<file path="src/rtl/clock_time_sched.sv">
// Time-of-day keeper for the VGA clock with frame-synchronous display snapshot.
// Latency: display/hour_tick/update_pulse follow frame_start by 1 clk; load_err follows an accept by 1 clk.
// Backpressure: load_ready is low from an accepted load until the commit that shows it, so at most one load per frame.
//
// Ports:
//   clk, reset                 clock and synchronous active-high reset
//   freeze                     (only with TIME_FREEZE_EN) holds the prescaler while high
//   frame_start                1-cycle pulse at vertical blanking; triggers a display commit
//   load_valid/load_ready      time-load handshake; load_hour/load_minute/load_second carry the word
//   load_err                   1-cycle pulse after an out-of-range word was accepted and dropped
//   hour_disp/minute_disp/second_disp/hour_tick   committed display snapshot
//   update_pulse               1-cycle pulse whenever the snapshot is refreshed
//
// Optional feature macro: TIME_FREEZE_EN (adds the freeze input).

module clock_time_sched #(
    parameter int TICKS_PER_SEC = 40_000_000
) (
    input  logic       clk,
    input  logic       reset,
`ifdef TIME_FREEZE_EN
    input  logic       freeze,
`endif
    input  logic       frame_start,
    input  logic       load_valid,
    input  logic [4:0] load_hour,
    input  logic [5:0] load_minute,
    input  logic [5:0] load_second,
    output logic       load_ready,
    output logic       load_err,
    output logic [4:0] hour_disp,
    output logic [5:0] minute_disp,
    output logic [5:0] second_disp,
    output logic [5:0] hour_tick,
    output logic       update_pulse
);

    // Prescaler width; a degenerate 1-cycle tick still needs one bit of state.
    localparam int PW = (TICKS_PER_SEC > 1) ? $clog2(TICKS_PER_SEC) : 1;
    localparam logic [PW-1:0] PRE_MAX = PW'(TICKS_PER_SEC - 1);

    typedef enum logic [1:0] {
        IDLE   = 2'd0,
        PEND   = 2'd1,
        COMMIT = 2'd2
    } state_t;

    state_t state;
    state_t state_nxt;

    // Live (running) time; the display registers only sample it at frame start.
    logic [4:0]    hour;
    logic [5:0]    minute;
    logic [5:0]    second;
    logic [PW-1:0] presc;

    logic accept;
    logic in_range;
    logic load_ok;
    logic run;
    logic presc_wrap;
    logic tick;

    // ------------------------------------------------------------------
    // Handshake and range check
    // ------------------------------------------------------------------
    always_comb begin
        accept   = load_valid & load_ready;
        in_range = (load_hour <= 5'd11) && (load_minute <= 6'd59) && (load_second <= 6'd59);
        load_ok  = accept & in_range;
    end

    // ------------------------------------------------------------------
    // Tick generation. A successful load restarts the prescaler and
    // swallows any tick that would have landed in the same cycle.
    // ------------------------------------------------------------------
    always_comb begin
`ifdef TIME_FREEZE_EN
        run = ~freeze;
`else
        run = 1'b1;
`endif
        presc_wrap = (presc == PRE_MAX);
        tick       = run & presc_wrap & ~load_ok;
    end

    // ------------------------------------------------------------------
    // Load scheduler: IDLE accepts, PEND waits for the frame that will
    // show the loaded time, COMMIT is the one-cycle hand-back to IDLE.
    // ------------------------------------------------------------------
    always_comb begin
        state_nxt = state;
        case (state)
            IDLE: begin
                if (load_ok) begin
                    state_nxt = PEND;
                end
            end
            PEND: begin
                if (frame_start) begin
                    state_nxt = COMMIT;
                end
            end
            COMMIT: begin
                state_nxt = IDLE;
            end
            default: begin
                state_nxt = IDLE;
            end
        endcase
    end

    always_ff @(posedge clk) begin
        if (reset) begin
            state <= IDLE;
        end else begin
            state <= state_nxt;
        end
    end

    // ------------------------------------------------------------------
    // Handshake outputs. load_ready is registered so it stays low while
    // reset is held and rises one cycle after reset releases.
    // ------------------------------------------------------------------
    always_ff @(posedge clk) begin
        if (reset) begin
            load_ready <= 1'b0;
            load_err   <= 1'b0;
        end else begin
            load_ready <= (state_nxt == IDLE);
            load_err   <= accept & ~in_range;
        end
    end

    // ------------------------------------------------------------------
    // Prescaler
    // ------------------------------------------------------------------
    always_ff @(posedge clk) begin
        if (reset) begin
            presc <= '0;
        end else if (load_ok) begin
            presc <= '0;
        end else if (run) begin
            if (presc_wrap) begin
                presc <= '0;
            end else begin
                presc <= presc + 1'b1;
            end
        end
    end

    // ------------------------------------------------------------------
    // Live time: load has priority over the seconds carry chain.
    // ------------------------------------------------------------------
    always_ff @(posedge clk) begin
        if (reset) begin
            hour   <= '0;
            minute <= '0;
            second <= '0;
        end else if (load_ok) begin
            hour   <= load_hour;
            minute <= load_minute;
            second <= load_second;
        end else if (tick) begin
            if (second == 6'd59) begin
                second <= '0;
                if (minute == 6'd59) begin
                    minute <= '0;
                    if (hour == 5'd11) begin
                        hour <= '0;
                    end else begin
                        hour <= hour + 5'd1;
                    end
                end else begin
                    minute <= minute + 6'd1;
                end
            end else begin
                second <= second + 6'd1;
            end
        end
    end

    // ------------------------------------------------------------------
    // Display snapshot. Samples the live registers before this cycle's
    // load/tick lands, so a load accepted on a frame_start cycle shows
    // up only at the following frame. hour_tick places the hour hand
    // between hour marks: five ticks per hour plus one per 12 minutes.
    // ------------------------------------------------------------------
    always_ff @(posedge clk) begin
        if (reset) begin
            hour_disp    <= '0;
            minute_disp  <= '0;
            second_disp  <= '0;
            hour_tick    <= '0;
            update_pulse <= 1'b0;
        end else begin
            update_pulse <= frame_start;
            if (frame_start) begin
                hour_disp   <= hour;
                minute_disp <= minute;
                second_disp <= second;
                hour_tick   <= 6'(({3'b000, hour} * 8'd5) + ({2'b00, minute} / 8'd12));
            end
        end
    end

endmodule

</file>
<file path="config.mk">
export PLATFORM = sky130hd
export DESIGN_NAME = clock_time_sched
export DESIGN_NICKNAME = d
export VERILOG_FILES = /design/src/rtl/clock_time_sched.sv
export SDC_FILE = /design/constraint.sdc
export NUM_CORES = 1
export LEC_CHECK = 0
export ABC_AREA = 1
export ABC_CLOCK_PERIOD_IN_PS = 4800
export BUFFER_PORTS_ARGS = -buffer_cell sky130_fd_sc_hd__buf_4
export CAP_MARGIN = 15
export CORE_UTILIZATION = 45
export CTS_CLUSTER_DIAMETER = 60
export DETAILED_ROUTE_END_ITERATION = 7
export GPL_TIMING_DRIVEN = 1
export PLACE_DENSITY_LB_ADDON = 0.05
export SLEW_MARGIN = 20
export SYNTH_ARGS = -nofsm -noshare
export SYNTH_HDL_FRONTEND = slang
export SYNTH_SLANG_ARGS = --single-unit
</file>
<file path="constraint.sdc">
create_clock -name clk -period 4.8 [get_ports clk]
set_clock_uncertainty 0.1 [all_clocks]
set_input_delay 0.24 -clock clk [delete_from_list [all_inputs] [get_ports clk]]
set_output_delay 0.24 -clock clk [all_outputs]
set_load 0.005 [all_outputs]
</file>
==> results.tsv, run 1 <==
metric	value	unit
dr.pass1.iters	5	
fmax	357.5	MHz
crit_required	4.96	ns
ctsResizeCount	0	
htreeDepth	3	
min_period	2.797	ns
synth-seq-area-share	0.3536	
synth.net_count	633	
dr_wl_met2	4756	um
tns	0	ns
post_drt_wl_per_cell	12.51	um
seqPwrFrac	0.510	
internal-power	911.1	uW
relSlewSlack	0.6133	
synth-edff-count	0	
place_area	4425	um^2
cap_violations	0	
post-route-period-util	0.5828	
yosys.area.top_type	dfxtp_1	
avgSynthCellArea	6.825	um^2
die_height	96.52	um
wl_met1	4231	um
met3WireLength	253	um
diodes	0	
grt_use_total	0.2165	
arrival	2.95	ns
holdCritStartpoint	reset	
antenna_found_initial	0	
worstSetupPathType	flip-flop to flip-flop	
drc	0	
clkTransAtPathRegs	0.08	ns
gp_routability_congestion	0.8970	
synth_seq_cells	71	
synth_top_area_frac	0.3536	
yosys-top-cells-area	dfxtp_1 35%, nand2_1 14%, nor2_1 8.1%	
root_buffer	clkbuf_8	
grt-ovfl-total	0	
synth_ff_type	dfxtp_1	
area_growth	15.00	%
clk_path_buf_depth	2	
hold_viol	0	
crit_path_end_kind	flip-flop	
ys_async_sr_fraction	0	
grt_pass1_wl	15540	um
layout.nets	676	
vias	3632	
critPathMaxFanout	6	
power_density	260.1	nW/um^2
p_clk_frac	0.411	
slew_viol_final	0	
synth_common_cells	145 x nand2_1, 87 x nor2_1, 71 x dfxtp_1	
crit_path_start_kind	flip-flop	
rsz0062_at_grt	no	
maxUsedRoutingLayer	met4	
final_cells	744	
cts-buffers-inserted	9	
start_util	0.4632	
wirelength	9304	um
ant_nets	0	
crit_chain	inv_1 -> ha_1 -> nand2_1 -> a21oi_1 -> nor2_1 -> inv_1 -> nand3_1 -> nand2_1 -> nand3b_1 -> ha_1 -> ha_1 -> inv_1 -> fa_1 -> o21ai_0 -> a21oi_1 -> inv_1 -> nand2_1 -> nand3_1 -> nand2_1 -> inv_1	
cts_tree	yes	
combinationalPowerShare	0.079	
grt_max_degree	44	
path_buf_inv	5	
numPortBuffers	46	
drive_above_1_share	0.1321	
std_cell_rows	34	
clk_latency	0.35	ns
ir_drop	0.1329	mV
core-area	8678	um^2
avgViaCountPerCell	4.882	
cp_top_family	adder cells	
synth_area	4020	um^2
synth_cells	589	
drt_iter0_drc	119	
power_switching	291.2	uW
die_w	96.52	um
crit_path_frequent_cell	inv_1	
hold_buffers	0	
synth_cell_types	31	
status	completed	
p_leak	0.002179	uW
clock-sinks	71	
postCtsSetupBuffers	0	
synth.most_common_cell	nand2_1	
crit_start	minute[5]$_SDFFE_PP0P_	
hp-class	primary input to flip-flop	
critPathMaxStageDelay	0.43	ns
critPathSlowestCell	dfxtp_1	
grt_pass1_vias	3424	
stdcell_area	4623	um^2
tightest_slew	0.5795	ns
dpl.hpwl	6822	um
dp_cells	729	
synth_warnings	0	
die-area	9315	um^2
ioPinCount	47	
switching_share	0.2422	
setup-violations-final	0	
rr_startpoint	minute[5]$_SDFFE_PP0P_	
final cells by class:
cell class / count / area, um^2
fill: 885 / 4055
multi-input combinational: 430 / 2237
sequential: 71 / 1421
timing repair buffer: 48 / 360.3
inverter: 72 / 271.5
clock buffer: 12 / 155.1
tap: 108 / 135.1
clock inverter: 3 / 42.54
power groups by stage:
stage / sequential, uW / combinational, uW / clock [uW]
2_1_floorplan: 627 / 53.2 / 0
3_3_place_gp: 627 / 94.6 / 0
3_5_place_dp: 627 / 96.1 / 0
4_1_cts: 614 / 96.5 / 504
5_1_grt: 616 / 108 / 533
6_report: 614 / 94.6 / 494
state kept, by name, summed over array words and instances (netlist names):
name,cells
presc,26
hour_tick,6
minute,6
minute_disp,6
second,6
second_disp,6
hour,5
hour_disp,5
state,2
load_err,1
load_ready,1
update_pulse,1
worst paths after layout:
kind / cells after the start / slack (ns) / endpoint
max: 20 / 2.00 / hour_tick[5]$_SDFFE_PP0P_
min: 2 / 0.09 / second[3]$_SDFFE_PP0P_
max reg2reg: 20 / 2.00 / hour_tick[5]$_SDFFE_PP0P_
min reg2reg: 1 / 0.33 / state[1]$_SDFF_PP0_
cell usage in the layout, fill, tap and decap left out, drive strengths merged:
cell      synthesis  layout
a21oi            35      35
buf               8      48
xor2             19      19
or2               3       3
nand2           152     152
nand4            10      10
nor3              8       8
clkbuf            8      12
o21ai            30      30
nand3b            4       4
inv              71      71
fa                1       1
ha               22      22
dfxtp            71      71
bufinv            0       1
clkinv            1       2
and3              1       1
xnor2             5       5
clkinvlp          0       1
nor2             93      93
nand3            47      47
through the flow:
| step | hold WS, ns | worst slack, ns | total power, uW | utilization |
|---|---|---|---|---|
| after global routing | 0.08140 | 1.645 | 1256 | 0.5327 |
| after floorplan | 0.2991 | 2.251 | 680.0 | - |
| after global placement | 0.3063 | 2.092 | 721.5 | 0.5099 |
| after CTS | 0.07491 | 1.988 | 1214 | 0.5327 |
| final | 0.09019 | 2.003 | 1202 | 0.5327 |
| after detailed placement | 0.3179 | 1.990 | 723.6 | 0.5099 |
logic make-up after synthesis:
group,share of synthesized area
AND/OR/NAND/NOR,0.3489
buffers and inverters,0.08995
flip-flops,0.3536
AO/OA/AOI/OAI,0.08186
XOR/XNOR,0.05229
adder cells (fa/ha/maj),0.07345
metal layers:
metal	GRT usage	vias up
met5	0	-
met3	0.04851	7
met4	0.06740	0
met2	0.3897	52
li1	-	1944
met1	0.2537	1629
(Power assumes the default switching activity.)
==> run 2, diff against run 1 <==
ABC_AREA = 0   (was 1)
ABC_CLOCK_PERIOD_IN_PS = 2550   (was 4800)
clock period = 2.55 ns   (was 4.8 ns; I/O delays follow)
==> run 2 against run 1 <==
The flow now finishes with violations (negative setup slack). Synthesized cell count decreased by 29%. Sequential power up 87%. Synthesized area decreased by 7.8%. Utilization rose by 5.7 points. Fmax up 8.4%. Critical path type unchanged.
==> results.tsv, run 2 <==
metric	value	unit
crit_path_end_kind	flip-flop	
clock-sinks	71	
reg2reg_slack	-0.03	ns
critPathMaxStageDelay	0.38	ns
hp-class	primary input to flip-flop	
grt-ovfl-total	0	
drc	0	
clk_path_buf_depth	2	
multiInputGateArea	2185	um^2
grt_use_total	0.2194	
whs_path_depth	3	
wirelength	9052	um
crit_chain	inv_4 -> ha_4 -> nand2_2 -> nor2_1 -> nor3_1 -> o32ai_1 -> o21ai_1 -> ha_2 -> ha_4 -> inv_2 -> fa_2 -> buf_4 -> buf_4 -> xnor2_1 -> mux2i_1 -> nor2_1	
yosys.area.top_type	dfxtp_1	
synth.net_count	462	
avgViaCountPerCell	5.359	
die_w	92.75	um
cts_tree	yes	
synth_ff_type	dfxtp_1	
drive_above_1_share	0.2308	
numPortBuffers	46	
fmax	387.6	MHz
grt_pass1_vias	2974	
place_area	4292	um^2
tns	-0.05927	ns
largest_reg_flops	26	
post-route-period-util	1.012	
area_growth	24.92	%
hold_end	hour[3]$_SDFFE_PP0P_	
die_height	92.75	um
gp_routability_congestion	0.8483	
cap_violations	0	
top_register	presc	
final_cells	596	
worstSetupPathType	flip-flop to flip-flop	
crit_required	2.68	ns
relSlewSlack	0.5767	
final_common_cell	buf_4	
layout.nets	533	
start_util	0.4723	
drt_iter0_drc	170	
dp_cells	572	
dr.pass1.iters	4	
avgSynthCellArea	8.866	um^2
combinationalPowerShare	0.082	
fin_ws	-0.03008	ns
regArea	1429	um^2
stdcell_area	4629	um^2
power_density	500.3	nW/um^2
synth-edff-count	0	
ant_nets	0	
switching_share	0.2419	
timing.rr.end	hour_tick[3]$_SDFFE_PP0P_	
synth_cells	418	
synth_top_area_frac	0.3835	
critPathSlowestCell	dfxtp_4	
synth_cell_types	54	
ys_async_sr_fraction	0	
fill_cells	713	
vias	3194	
htreeDepth	3	
root_buffer	clkbuf_8	
cts-buffers-inserted	9	
critPathMaxFanout	5	
ioPinCount	47	
hold_viol	0	
diodes	0	
violations	negative setup slack	
pre_cts_ws	-0.04934	ns
synth_area	3706	um^2
std_cell_rows	32	
setup-violations-final	2	
grt_pass1_wl	14550	um
p_clk_frac	0.421	
dpl.hpwl	6367	um
grt_max_degree	35	
antenna_found_initial	0	
tightest_slew	0.6317	ns
die-area	8603	um^2
clk_latency	0.35	ns
synth.most_common_cell	dfxtp_1	
post_drt_wl_per_cell	15.19	um
yosys-top-cells-area	dfxtp_1 38%, ha_1 7.4%, nor2_1 7.1%	
ir_drop	0.2604	mV
final_cell_mix	74 x buf_4, 70 x nor2_1, 67 x dfxtp_1	
power_switching	560.2	uW
fin_util	0.5899	
rr_startpoint	minute[5]$_SDFFE_PP0P_	
internal-power	1756	uW
clkTransAtPathRegs	0.09	ns
rsz0062_at_grt	yes	
synth_warnings	0	
synth-seq-area-share	0.3835	
holdCritStartpoint	load_hour[3]	
p_leak	0.001904	uW
worstRegToRegCells	16	
min_period	2.580	ns
synth_common_cells	71 x dfxtp_1, 70 x nor2_1, 26 x mux2i_1	
seqPwrFrac	0.498	
core-area	7848	um^2
slew_viol_final	0	
arrival	2.71	ns
synth_seq_cells	71	
crit_path_start_kind	flip-flop	
status	finished with violations	
-- run 2: cell types whose count changed after synthesis, moves of 17 or more --
cell | previous run | this run
inv_1 | 69 | 14
nand3_1 | 45 | 22
nor2_1 | 87 | 70
a21oi_1 | 35 | 8
nand2_1 | 145 | 20
mux2i_1 | 0 | 26
-- run 2: repair_timing --
item	in CTS	in global routing
setup buffers	0	2
hold endpoints to repair	5	1
endpoints found under the setup margin	1	2
gates resized for setup	9	8
hold buffers	5	1
pin swaps	3	7
-- run 2: per-stage QoR --
stage / hold WS, ns / total power, uW
global placement: 0.3168 / 1353
CTS: 0.003376 / 2327
finish: 0.01428 / 2316
floorplan: 0.1674 / 1273
global route: 0.01025 / 2409
detailed placement: 0.3211 / 1354
-- run 2: kinds of logic after synthesis --
group                    count (synthesis)  synth area share
AND/OR/NAND/NOR                        181            0.2664
flip-flops                              71            0.3835
AO/OA/AOI/OAI                           51           0.08677
buffers and inverters                   34           0.03714
XOR/XNOR                                31           0.07326
multiplexers                            27           0.07326
adder cells (fa/ha/maj)                 23           0.07968
-- run 2: layout make-up --
type	instances	area share
clock buffer	12	0.03568
clock inverter	4	0.01135
inverter	14	0.01189
multi-input combinational	313	0.4719
sequential	71	0.3086
tap	102	0.02757
timing repair buffer	80	0.1330
-- run 2: how the worst max path moves through the flow --
| stage | from | to | slack (ns) | cells after the start |
|---|---|---|---|---|
| 4_1_cts | minute[5]$_SDFFE_PP0P_ | hour_tick[5]$_SDFFE_PP0P_ | 0.01 | 16 |
| 2_1_floorplan | minute[0]$_SDFFE_PP0P_ | hour_tick[5]$_SDFFE_PP0P_ | 0.006 | 14 |
| 3_5_place_dp | minute[5]$_SDFFE_PP0P_ | hour_tick[5]$_SDFFE_PP0P_ | -0.05 | 16 |
| 6_report | minute[5]$_SDFFE_PP0P_ | hour_tick[3]$_SDFFE_PP0P_ | -0.03 | 16 |
| 5_1_grt | minute[5]$_SDFFE_PP0P_ | hour_tick[5]$_SDFFE_PP0P_ | -0.21 | 16 |
| 3_3_place_gp | minute[5]$_SDFFE_PP0P_ | hour_tick[5]$_SDFFE_PP0P_ | 0.03 | 16 |
-- run 2: power groups by stage --
stage	Clock, uW	Combinational [uW]	Sequential (uW)
after CTS	991	185	1150
final	974	189	1150
after detailed placement	0	176	1180
after global routing	1040	208	1160
after floorplan	0	96.2	1180
after global placement	0	175	1180
-- run 2: critical path: cells and delay by family (launching register included) --
family,cells,cell delay [ns]
adder cells (fa/ha/maj),4,0.87
flip-flops,1,0.38
buffers and inverters,4,0.34
AND/OR/NAND/NOR,4,0.32
AO/OA/AOI/OAI,2,0.20
multiplexers,1,0.13
XOR/XNOR,1,0.11
-- run 2: layer usage --
layer,track usage,vias to the layer above,share of wire
met1,0.3153,1485,0.52
li1,-,1627,-
met3,0.05583,9,0.046
met2,0.3241,73,0.42
met5,0,-,0
met4,0.05769,0,0.0093
